<file path="src/rtl/signed_bcd_display.sv">
// signed_bcd_display
// Converts a signed two's-complement value to decimal with a sequential
// double-dabble engine and drives a bank of active-low seven-segment digits.
// An overflow request shows a blinking "OF" message instead of the value.
//
// Handshake: a request is taken on any rising edge where load=1 and busy=0.
// value/overflow are sampled on that edge only. While busy=1, load is
// ignored and never queued. done pulses for exactly one cycle, and that is
// the first cycle the new display is visible. busy is already low in that
// cycle, so a new load there is accepted.
module signed_bcd_display #(
    parameter int WIDTH     = 8,
    parameter int DIGITS    = 6,
    parameter int BLINK_DIV = 25000000
) (
    input  logic                  clk,
    input  logic                  rst_n,
    input  logic [WIDTH-1:0]      value,
    input  logic                  overflow,
    input  logic                  load,
    input  logic                  blank,
    output logic                  busy,
    output logic                  done,
    output logic [8*DIGITS-1:0]   hex_out
);

    function automatic longint unsigned pow10(input int n);
        longint unsigned r;
        r = 1;
        for (int i = 0; i < n; i++) r = r * 10;
        return r;
    endfunction

    localparam longint unsigned MAX_MAG = 64'd1 << (WIDTH - 1);

    // Reject parameter sets the display cannot represent.
    if (WIDTH < 2 || WIDTH > 16) begin : g_bad_width
        $error("signed_bcd_display: WIDTH must be in 2..16");
    end
    if (MAX_MAG >= pow10(DIGITS - 1)) begin : g_bad_digits
        $error("signed_bcd_display: DIGITS too small for WIDTH plus sign");
    end
    if (BLINK_DIV < 1) begin : g_bad_blink
        $error("signed_bcd_display: BLINK_DIV must be >= 1");
    end

    localparam int BW    = 4 * DIGITS;            // BCD field width
    localparam int WW    = BW + WIDTH;            // BCD field + magnitude shifter
    localparam int CNT_W = $clog2(WIDTH) + 1;
    localparam int BLK_W = $clog2(BLINK_DIV) + 1;
    localparam logic [CNT_W-1:0] LAST_BIT   = CNT_W'(WIDTH - 1);
    localparam logic [BLK_W-1:0] BLINK_LAST = BLK_W'(BLINK_DIV - 1);

    localparam logic [1:0] S_IDLE    = 2'd0;
    localparam logic [1:0] S_CONVERT = 2'd1;
    localparam logic [1:0] S_UPDATE  = 2'd2;

    localparam logic [7:0] SEG_MINUS = 8'hBF;
    localparam logic [7:0] SEG_O     = 8'hC0;
    localparam logic [7:0] SEG_F     = 8'h8E;
    localparam logic [7:0] SEG_BLANK = 8'hFF;

    function automatic logic [7:0] seg7(input logic [3:0] d);
        logic [7:0] s;
        case (d)
            4'd0:    s = 8'hC0;
            4'd1:    s = 8'hF9;
            4'd2:    s = 8'hA4;
            4'd3:    s = 8'hB0;
            4'd4:    s = 8'h99;
            4'd5:    s = 8'h92;
            4'd6:    s = 8'h82;
            4'd7:    s = 8'hF8;
            4'd8:    s = 8'h80;
            4'd9:    s = 8'h90;
            default: s = 8'hFF;
        endcase
        return s;
    endfunction

    logic [1:0]          r_state;
    logic [WW-1:0]       r_work;      // {BCD digits, remaining magnitude bits}
    logic [CNT_W-1:0]    r_bit_cnt;
    logic                r_sign;
    logic                r_ovf;
    logic                r_done;
    logic [8*DIGITS-1:0] r_disp;      // stored result, unblanked
    logic                r_show_ovf;  // stored result is the overflow message
    logic [BLK_W-1:0]    r_blink_cnt;
    logic                r_visible;
    logic [8*DIGITS-1:0] r_hex;

    logic [WIDTH-1:0]    w_mag;
    logic [WW-1:0]       w_work_adj;
    logic [BW-1:0]       w_bcd;
    int                  w_msd;
    logic [8*DIGITS-1:0] w_new_disp;
    logic                w_update;
    logic                w_blink_wrap;
    logic                w_visible_next;
    logic [8*DIGITS-1:0] w_src_disp;
    logic                w_src_ovf;
    logic [8*DIGITS-1:0] w_hex_next;

    // The most negative input maps to 2^(WIDTH-1), which still fits unsigned.
    assign w_mag = value[WIDTH-1] ? (~value + WIDTH'(1)) : value;
    assign w_bcd = r_work[WW-1 -: BW];

    // Add-3 correction on every BCD digit that is 5 or more.
    always_comb begin
        w_work_adj = r_work;
        for (int i = 0; i < DIGITS; i++) begin
            if (r_work[WIDTH + 4*i +: 4] >= 4'd5)
                w_work_adj[WIDTH + 4*i +: 4] = r_work[WIDTH + 4*i +: 4] + 4'd3;
        end
    end

    // Build the segment pattern for the finished conversion.
    always_comb begin
        w_msd = 0;
        for (int i = 0; i < DIGITS; i++) begin
            if (w_bcd[4*i +: 4] != 4'd0) w_msd = i;
        end
        w_new_disp = '1;
        for (int k = 0; k < DIGITS; k++) begin
            if (r_ovf) begin
                if (k == 0)      w_new_disp[8*k +: 8] = SEG_F;
                else if (k == 1) w_new_disp[8*k +: 8] = SEG_O;
            end else if (k <= w_msd) begin
                w_new_disp[8*k +: 8] = seg7(w_bcd[4*k +: 4]);
            end else if (k == w_msd + 1 && r_sign && (w_bcd != '0)) begin
                w_new_disp[8*k +: 8] = SEG_MINUS;
            end
        end
    end

    // Control FSM: capture request, shift WIDTH magnitude bits, publish.
    always_ff @(posedge clk or negedge rst_n) begin
        if (!rst_n) begin
            r_state   <= S_IDLE;
            r_work    <= '0;
            r_bit_cnt <= '0;
            r_sign    <= 1'b0;
            r_ovf     <= 1'b0;
            r_done    <= 1'b0;
        end else begin
            r_done <= 1'b0;
            case (r_state)
                S_IDLE: begin
                    if (load) begin
                        r_work    <= {{BW{1'b0}}, w_mag};
                        r_bit_cnt <= '0;
                        r_sign    <= value[WIDTH-1];
                        r_ovf     <= overflow;
                        r_state   <= S_CONVERT;
                    end
                end
                S_CONVERT: begin
                    // Rotate rather than shift: the top BCD bit is always zero
                    // because the magnitude fits in DIGITS-1 digits, so the
                    // wrapped bit just refills the vacated shifter LSB.
                    r_work    <= {w_work_adj[WW-2:0], w_work_adj[WW-1]};
                    r_bit_cnt <= r_bit_cnt + CNT_W'(1);
                    if (r_bit_cnt == LAST_BIT) r_state <= S_UPDATE;
                end
                S_UPDATE: begin
                    r_done  <= 1'b1;
                    r_state <= S_IDLE;
                end
                default: r_state <= S_IDLE;
            endcase
        end
    end

    assign w_update     = (r_state == S_UPDATE);
    assign w_blink_wrap = r_show_ovf && (r_blink_cnt == BLINK_LAST);

    always_comb begin
        w_src_disp     = w_update ? w_new_disp : r_disp;
        w_src_ovf      = w_update ? r_ovf : r_show_ovf;
        w_visible_next = w_update ? 1'b1 : (w_blink_wrap ? ~r_visible : r_visible);
        if (blank)
            w_hex_next = '1;
        else if (w_src_ovf && !w_visible_next)
            w_hex_next = {DIGITS{SEG_BLANK}};
        else
            w_hex_next = w_src_disp;
    end

    // Result storage, blink timing and the registered segment outputs.
    always_ff @(posedge clk or negedge rst_n) begin
        if (!rst_n) begin
            r_disp      <= '1;
            r_show_ovf  <= 1'b0;
            r_blink_cnt <= '0;
            r_visible   <= 1'b1;
            r_hex       <= '1;
        end else begin
            if (w_update) begin
                r_disp      <= w_new_disp;
                r_show_ovf  <= r_ovf;
                r_blink_cnt <= '0;
            end else if (r_show_ovf) begin
                r_blink_cnt <= w_blink_wrap ? '0 : r_blink_cnt + BLK_W'(1);
            end
            r_visible <= w_visible_next;
            r_hex     <= w_hex_next;
        end
    end

    assign busy    = (r_state != S_IDLE);
    assign done    = r_done;
    assign hex_out = r_hex;

endmodule

</file>
<file path="config.mk">
export PLATFORM = sky130hd
export DESIGN_NAME = signed_bcd_display
export DESIGN_NICKNAME = d
export VERILOG_FILES = /design/src/rtl/signed_bcd_display.sv
export SDC_FILE = /design/constraint.sdc
export NUM_CORES = 1
export LEC_CHECK = 0
export ABC_AREA = 1
export BUFFER_PORTS_ARGS = -buffer_cell sky130_fd_sc_hd__buf_2
export CAP_MARGIN = 20
export CORE_MARGIN = 5
export CORE_UTILIZATION = 62
export DETAILED_ROUTE_END_ITERATION = 8
export GPL_TIMING_DRIVEN = 0
export PLACE_DENSITY_LB_ADDON = 0.2
export SLEW_MARGIN = 40
export SYNTH_ARGS = -nofsm -noshare
export SYNTH_HDL_FRONTEND = slang
export SYNTH_SLANG_ARGS = --single-unit
export TNS_END_PERCENT = 50
</file>
<file path="constraint.sdc">
create_clock -name clk -period 3.45 [get_ports clk]
set_input_delay 0 -clock clk [delete_from_list [all_inputs] [get_ports clk]]
set_output_delay 0 -clock clk [all_outputs]
set_load 0.005 [all_outputs]
</file>
==> results.md, run 1 <==
* Core ar. at 0.0133 sq mm
* Die W at 127 um
* Synthesized Nets at 1018
* Leakage at 0.00456 uW
* Final setup vio count at 0
* Register area at 0.00425 sq mm
* Final Cycle Share at 78.7%
* Most used DFF post-synth: dfstp_2
* Syn_area_per_cell at 8.71 sq um
* Final Hold Vio Count at 0
* Vias per cell at 5.51
* IO Port Bufs at 62
* CTS H-tree depth at 4
* CP max stage delay at 580 ps
* Wire per inst at 15.2 um
* P per Cell Area at 888 mW/mm^2
* Post-Synth Simple-Gate Area at 21.8%
* Yosys cell types at 49
* RSZ-0062 raised after global routing: false
* Slowest CP cell: dlygate4sd3_1
* TNS Setup at 0 ps
* Most frequent cells after synthesis: 164 x nand2_1, 137 x inv_1, 109 x nor2_1, 97 x dfstp_2, 74 x o21ai_0
* Fin. max-slew vios at 0
* Minimum clock period after layout at 2710 ps
* CTS tree: done
* Critical path data arrival time at 3080 ps
* Gr ovfl total at 0
* Ports at 63
* CP required at 3810 ps
* CTS max path bufs at 2
* Critical path's top delay family: buffers and inverters
* Synth area leader: dfstp_2
* Die Ht at 127 um
* Initial antenna violation count at 0
* Worst vdd ir at 0.616 mV
* Hpwl dp at 13400 um
* Syn. warnings at 0
* Number of post-CTS setup repair buffers at 0
* Multi-input combinational cell area at 0.00351 sq mm
* Vias in the first global route at 6753
* Count leader, synth: nand2_1
* Die Area at 0.0160 sq mm
* FFs w/ async S/R, synth at 100%
* Worst-margin pin slew at 625 ps
* Fmax at 368 MHz
* Gr usage total at 24.9%
* Initial Utilization at 63.5%
* CP Class: reg2reg
* Post-synthesis mux area share at 0%
* Remaining DRCs at 0
* Crit-path cells: inv_2 -> nor2_1 -> inv_1 -> clkbuf_1 -> nand4_1 -> dlygate4sd3_1 -> o21ai_0 -> dlygate4sd3_1
* Ratio of cells with drive above 1 in the final layout at 24.2%
* Largest net degree at the start of global routing at 65
* Area grow syn2layout at 15.2%
* Ant diodes at 0
* Max-cap violation count at 0
* Top cells by area, synth: dfstp_2 30%, dfrtp_1 20%, nand2_1 7.3%
* Top cell type's share of synthesized area at 30.2%
* CTS sink cnt at 165
* Pre-CTS WS at 941 ps
* Critical path's most frequent cell: dlygate4sd3_1
* Post-Synthesis Cell Area at 0.00844 sq mm
* Vias at 6905
* Kind of end point of the critical path: flop
* Status: completed
* Placer congestion estimate at 0.912
* Final WL at 19000 um
* Global-route wire length before repair at 32400 um
* Clock root buffer: clkbuf_16
* Nets@finish at 1115
* Main combinational cell family by area after synthesis: simple AND/OR/NAND/NOR gates
* WP buf/inv at 5
* Placed insts at 1209
* Adder-cell area share of the yosys netlist at 5.34%
* Crit-path max FO at 10
* Num CTS Buffers at 17
* PnR worst setup slack at 735 ps
* Filler Cells Inserted at 1004
* ANT nets after route at 0
* Sequential fraction of the synthesis area at 50.4%
* Synthesized flop and latch total at 165
* Hold crit path type: in2reg
* EDFF count, synth at 0
* DR pass1 iterations at 5
* Drt initial violations at 651
* Mapped Cells at 969
* Hold slack at 18.4 ps
* Clk_skew at 9.21 ps
* Fin cells at 1254
* Setup crit start kind: flop
* Slew margin rel. at 58.3%
* Clk_lat worst skew at 430 ps
* Complex-gate fraction of the synthesized area at 12.8%
* # rows at 42
* Xor-xnor portion of the synthesized cell area at 1.66%
* Clock slew at reported path FFs at 60 ps
## worst reg2reg max path: cells and delay by family, from the launching register on
family                 cells  cell delay [ps]
buffers and inverters      5             1810
AO/OA/AOI/OAI              1              180
flip-flops                 1              430
AND/OR/NAND/NOR            2              230
## cell families after synthesis
family | count (synthesis)
simple gates | 402
compound gates | 184
buf+inv | 166
flops | 165
fa+ha+maj | 36
xor+xnor | 16
## path summary, 6_finish.rpt
| kind | from | to | slack (ps) | depth (start not counted) |
|---|---|---|---|---|
| max in group asynchronous | rst_n | hex_out[29] | 2740 | 3 |
| min in group asynchronous | rst_n | r_state[0] | 50 | 2 |
| min reg2reg | r_bit_cnt[3] | r_state[1] | 480 | 1 |
| min | load | r_work[5] | 20 | 5 |
| max reg2reg | r_state[0] | r_work[7] | 740 | 8 |
| max | r_state[0] | r_work[7] | 740 | 8 |
## per-stage QoR
step	total power (uW)	utilization (%)	cell area (sq um)
2_1_floorplan	5750	-	8440
5_1_grt	9290	73.1	9720
3_5_place_dp	6770	67.9	9030
6_report	8630	73.1	9720
3_3_place_gp	6650	67.5	8970
4_1_cts	8630	73.1	9720
## state kept, by name, indices dropped and copies added (netlist names)
register,count
r_bit_cnt,4
r_blink_cnt,26
r_sign,1
r_show_ovf,1
r_disp,48
done,1
hex_out,48
r_state,2
r_work,32
r_ovf,1
r_visible,1
## report_power, final
part           switching [uW]  total [uW]  internal [uW]
sequential                423        3430           3010
combinational            2170        3420           1240
clock                     715        1780           1070
## routing by layer
metal	part of all wire, %	global-route usage, %
met1	44	34.1
met2	48	39.5
met3	6.1	5.21
met4	2.5	9.46
met5	0	0
## placed cells by master (no fill, tap or decap), types with 3 or more instances in the layout
cell type,Yosys,layout
o22ai_1,36,36
dfstp_2,97,97
a31oi_1,4,4
nand3_2,3,3
dlygate4sd3_1,0,14
dfrtp_1,68,68
a21oi_1,33,33
o21ai_0,74,74
nand4_1,17,17
xnor2_1,3,3
nor2_4,6,6
nor3_1,14,14
ha_1,36,36
xor2_1,13,13
nand2_2,43,43
o32ai_1,5,5
a22oi_1,8,8
buf_2,3,64
o21a_1,5,5
nand3_1,36,36
clkbuf_1,13,20
clkinv_2,0,3
inv_2,6,6
nor2_2,3,3
nand2_1,164,164
inv_1,137,137
clkbuf_16,0,18
buf_8,4,5
nor2_1,109,109
## cell type report
class / instances / area share [%]
inverter: 145 / 5.65
multi-input combinational: 638 / 36.1
tap: 176 / 2.26
timing repair buffer: 78 / 5.30
clock inverter: 4 / 0.463
buffer: 21 / 1.31
clock buffer: 27 / 5.19
sequential: 165 / 43.7
## repair_timing
item / in CTS / in global routing
resized for setup: 0 / 0
hold buffers: 14 / 0
endpoints found under the hold margin: 104 / 0
setup endpoints to repair: 0 / 0
(Power assumes the default switching activity.)
==> run 2: changes to the inputs <==
CORE_UTILIZATION = 61   (was 62)
clock period = 2.74 ns   (was 3.45 ns; I/O delays follow)
==> results.md, run 2 (synthesis results as in run 1) <==
* Minimum clock period after layout at 2630 ps
* Nets@finish at 1116
* Fin. max-slew vios at 0
* Slew margin rel. at 52.9%
* P per Cell Area at 1130 mW/mm^2
* Drt initial violations at 593
* Worst-margin pin slew at 707 ps
* Remaining DRCs at 0
* Post-layout power at 11000 uW
* Kind of end point of the critical path: flop
* Vias per cell at 5.47
* ANT nets after route at 0
* Worst vdd ir at 0.747 mV
* Clock slew at reported path FFs at 60 ps
* Ant diodes at 0
* Critical path data arrival time at 3010 ps
* Worst reg-to-reg path cell count at 8
* CTS max path bufs at 2
* Leakage at 0.00459 uW
* CP Class: reg2reg
* Gr ovfl total at 0
* Core ar. at 0.0137 sq mm
* Die Ht at 128 um
* Ports at 63
* RR Startpoint: r_state[0]
* Setup crit start kind: flop
* TNS Setup at 0 ps
* Final setup vio count at 0
* Hold slack at 46.9 ps
* CTS sink cnt at 165
* Num CTS Buffers at 17
* Crit-path max FO at 10
* Hpwl dp at 13500 um
* Ratio of cells with drive above 1 in the final layout at 25.1%
* Clk_skew at 9.67 ps
* Vias at 6891
* Reg-to-Reg End: r_work[7]
* Largest net degree at the start of global routing at 81
* Hold Crit Start: load
* Initial Utilization at 61.5%
* Max-cap violation count at 0
* CTS H-tree depth at 4
* Final Cycle Share at 96.1%
* Most frequent cells in the layout: 164 x nand2_1, 136 x inv_1, 109 x nor2_1
* Fin cells at 1260
* DR pass1 iterations at 5
* Hold crit path type: in2reg
* Worst R2R Setup Slack at 110 ps
* Clk_lat worst skew at 430 ps
* # rows at 43
* Gr usage total at 25.0%
* WHS Path Cells at 5
* Vias in the first global route at 6768
* Clock root buffer: clkbuf_16
* Commonest non-fill, non-tap cell in the layout: nand2_1
* Die W at 128 um
* Status: completed
* Final Hold Vio Count at 0
* CP required at 3110 ps
* Worst hold endpoint: r_work[5]
* Fmax at 380 MHz
* Final WL at 19400 um
* Global-route wire length before repair at 32500 um
* IO Port Bufs at 62
* Initial antenna violation count at 0
* Die Area at 0.0163 sq mm
* Area grow syn2layout at 16.0%
* Placed insts at 1213
* Placer congestion estimate at 0.928
* CTS tree: done
* Wire per inst at 15.4 um
run 2: where the power goes:
part / switching, uW / internal [uW] / leakage (uW)
registers: 549 / 3790 / 0.00189
logic: 2720 / 1570 / 0.00240
clock network: 1040 / 1360 / 0.000299
run 2: worst max path at each step:
stage | from | endpoint | slack [ps] | cells past startpoint
floorplan | r_work[28] | hex_out[29] | 680 | 14
global placement | rst_n | r_blink_cnt[22] | -670 | 1
detailed placement | r_work[28] | r_disp[29] | 230 | 14
CTS | r_state[0] | r_work[7] | 140 | 8
global route | r_work[20] | r_disp[29] | -4 | 15
finish | r_state[0] | r_work[7] | 110 | 8
run 2: timing repair:
action | CTS | global route
setup endpoints to repair | 0 | 2
hold buffers | 15 | 0
resized for setup | 0 | 2
buffers inserted | 0 | 0
endpoints found under the hold margin | 180 | 0
run 2: per-stage QoR:
step / worst slack, ps / utilization, % / instance area, sq um
3_3_place_gp: -669 / 65.4 / 8970
6_report: 106 / 71.4 / 9790
2_1_floorplan: 681 / - / 8440
5_1_grt: -3.53 / 71.4 / 9790
4_1_cts: 135 / 71.3 / 9790
3_5_place_dp: 234 / 65.9 / 9040
run 2: cell type report:
cell class | instances | area (sq um)
plain buffers | 21 | 128
clock buffers | 19 | 464
clock inverters | 13 | 134
fillers | 1068 | 3930
inverters | 145 | 549
multi-input cells | 638 | 3520
flip-flops and latches | 165 | 4250
well taps | 180 | 225
repair buffers | 79 | 526
run 2: per-layer routing:
metal	GRT usage [%]	vias to the layer above	share of wire, %
met4	8.43	0	2.1
met3	5.31	37	4.8
met1	32.2	3330	43
li1	-	3360	-
met2	42.4	164	50
met5	0	-	0
run 2: critical path, cell delays in order, from the launching register on:
cell and delay, ps:
dfrtp_1 440, inv_2 90, nor2_1 90, inv_1 90, clkbuf_1 460, nand4_1 140
dlygate4sd3_1 590, o21ai_0 120, dlygate4sd3_1 550
==> run 3: changes to the inputs <==
CORE_MARGIN = 3   (was 5)
==> results.md, run 3 (synthesis results as in run 1) <==
* WL met3 at 903 um
* Clk_lat worst skew at 440 ps
* Hpwl dp at 13200 um
* Slew margin rel. at 59.6%
* Die W at 124 um
* Max-cap violation count at 0
* Final setup vio count at 0
* Placer congestion estimate at 0.938
* Initial Utilization at 63.0%
* Crit-path max FO at 10
* Status: completed
* Met2 WL at 9370 um
* Fin cells at 1258
* Fin area at 0.00986 sq mm
* Nets@finish at 1118
* Area grow syn2layout at 16.8%
* Switch Pwr at 4190 uW
* Met1 wire length at 8470 um
* Worst reg-to-reg path cell count at 8
* Global-route wire length before repair at 32200 um
* RR Startpoint: r_state[0]
* CTS sink cnt at 165
* Critical path data arrival time at 3000 ps
* Worst-margin pin slew at 607 ps
* Clock root buffer: clkbuf_16
* Initial antenna violation count at 0
* CTS H-tree depth at 4
* Switching share of power at 37.4%
* Seq pwr share at 38.5%
* Register area at 0.00425 sq mm
* Most frequent cells in the layout: 164 x nand2_1, 136 x inv_1, 109 x nor2_1
* Remaining DRCs at 0
* Vias per cell at 5.54
* Top routing layer in use: met4
* Fmax at 381 MHz
* Gr usage total at 26.9%
* Commonest non-fill, non-tap cell in the layout: nand2_1
* Gr ovfl total at 0
* Worst hold endpoint: r_work[1]
* Leakage at 0.00461 uW
* Kind of end point of the critical path: flop
* Final Cycle Share at 95.7%
* Hold Crit Start: value[1]
* CP required at 3110 ps
* Clk network pwr share at 23.3%
* DP Area at 0.00903 sq mm
* Die Area at 0.0153 sq mm
* IO Port Bufs at 62
* Multi-input combinational cell area at 0.00352 sq mm
* Vias in the first global route at 6694
* Clk_skew at 7.98 ps
* Ant diodes at 0
* # rows at 42
* Worst R2R Setup Slack at 120 ps
* ANT nets after route at 0
* Filler Cells Inserted at 1013
* CP Class: reg2reg
* Final Hold Vio Count at 0
* WHS Path Cells at 5
* Setup crit start kind: flop
* DR pass1 iterations at 5
* RSZ-0062 raised after global routing: true
* Largest net degree at the start of global routing at 69
* Ports at 63
* Wire per inst at 15.2 um
* Minimum clock period after layout at 2620 ps
* Core ar. at 0.0134 sq mm
* Number of post-CTS setup repair buffers at 0
* Reg-to-Reg End: r_work[7]
* Num CTS Buffers at 17
* Die Ht at 124 um
* Hold crit path type: in2reg
* Drt initial violations at 587
* Int Pwr at 7020 uW
* Worst vdd ir at 0.765 mV
* Placed insts at 1209
* CTS tree: done
* Hold slack at 30.1 ps
* Combinational share of power at 38.2%
* P per Cell Area at 1140 mW/mm^2
* Vias at 6973
* Fin. max-slew vios at 0
* Final WL at 19100 um
* Clock slew at reported path FFs at 60 ps
* Ratio of cells with drive above 1 in the final layout at 24.9%
* CTS max path bufs at 2
-- run 3: cell type report --
type                       instances  share of cell area, %
multi-input combinational        638                   35.7
inverter                         145                   5.57
sequential                       165                   43.1
timing repair buffer              81                   5.53
clock buffer                      24                   5.10
clock inverter                     8                   1.45
tap                              176                   2.23
buffer                            21                   1.29
-- run 3: power groups by stage --
stage	clock (uW)	sequential, uW	combinational (uW)
global placement	0	4300	4040
CTS	2640	4310	4260
finish	2610	4320	4280
floorplan	0	4270	2970
global route	2740	4430	4900
detailed placement	0	4330	4160
-- run 3: layer usage --
metal / track usage (%) / vias up
met5: 0 / -
met4: 8.03 / 0
met3: 5.40 / 33
met2: 43.5 / 207
met1: 36.8 / 3370
li1: - / 3363
-- run 3: timing repair --
action	in CTS	in global routing
hold buffers	17	0
hold endpoints to repair	126	0
endpoints found under the setup margin	0	4
resized for setup	0	3
-- run 3: stage by stage --
step | total power [uW] | setup TNS [ps] | worst slack, ps | utilization, %
after global placement | 8340 | -44650 | -672 | 66.9
after global routing | 12100 | -10.2 | -10.2 | 73.6
after detailed placement | 8490 | 0 | 196 | 67.4
after floorplan | 7240 | 0 | 681 | -
final | 11200 | 0 | 119 | 73.6
after CTS | 11200 | 0 | 153 | 73.5
-- run 3: how the worst max path moves through the flow --
stage | startpoint | to | slack, ps | cells past startpoint
after floorplan | r_work[28] | hex_out[29] | 680 | 14
after global placement | rst_n | r_work[28] | -670 | 1
after detailed placement | r_work[28] | r_disp[29] | 200 | 14
after CTS | r_work[28] | hex_out[29] | 150 | 14
after global routing | r_state[0] | r_work[7] | -10 | 8
final | r_state[0] | r_work[7] | 120 | 8
-- run 3: critical path, stage by stage, from the launching register on --
cell           delay (ps)
dfrtp_1               420
inv_2                  70
nor2_1                 70
inv_1                  80
clkbuf_1              460
nand4_1               160
dlygate4sd3_1         590
o21ai_0               150
dlygate4sd3_1         560
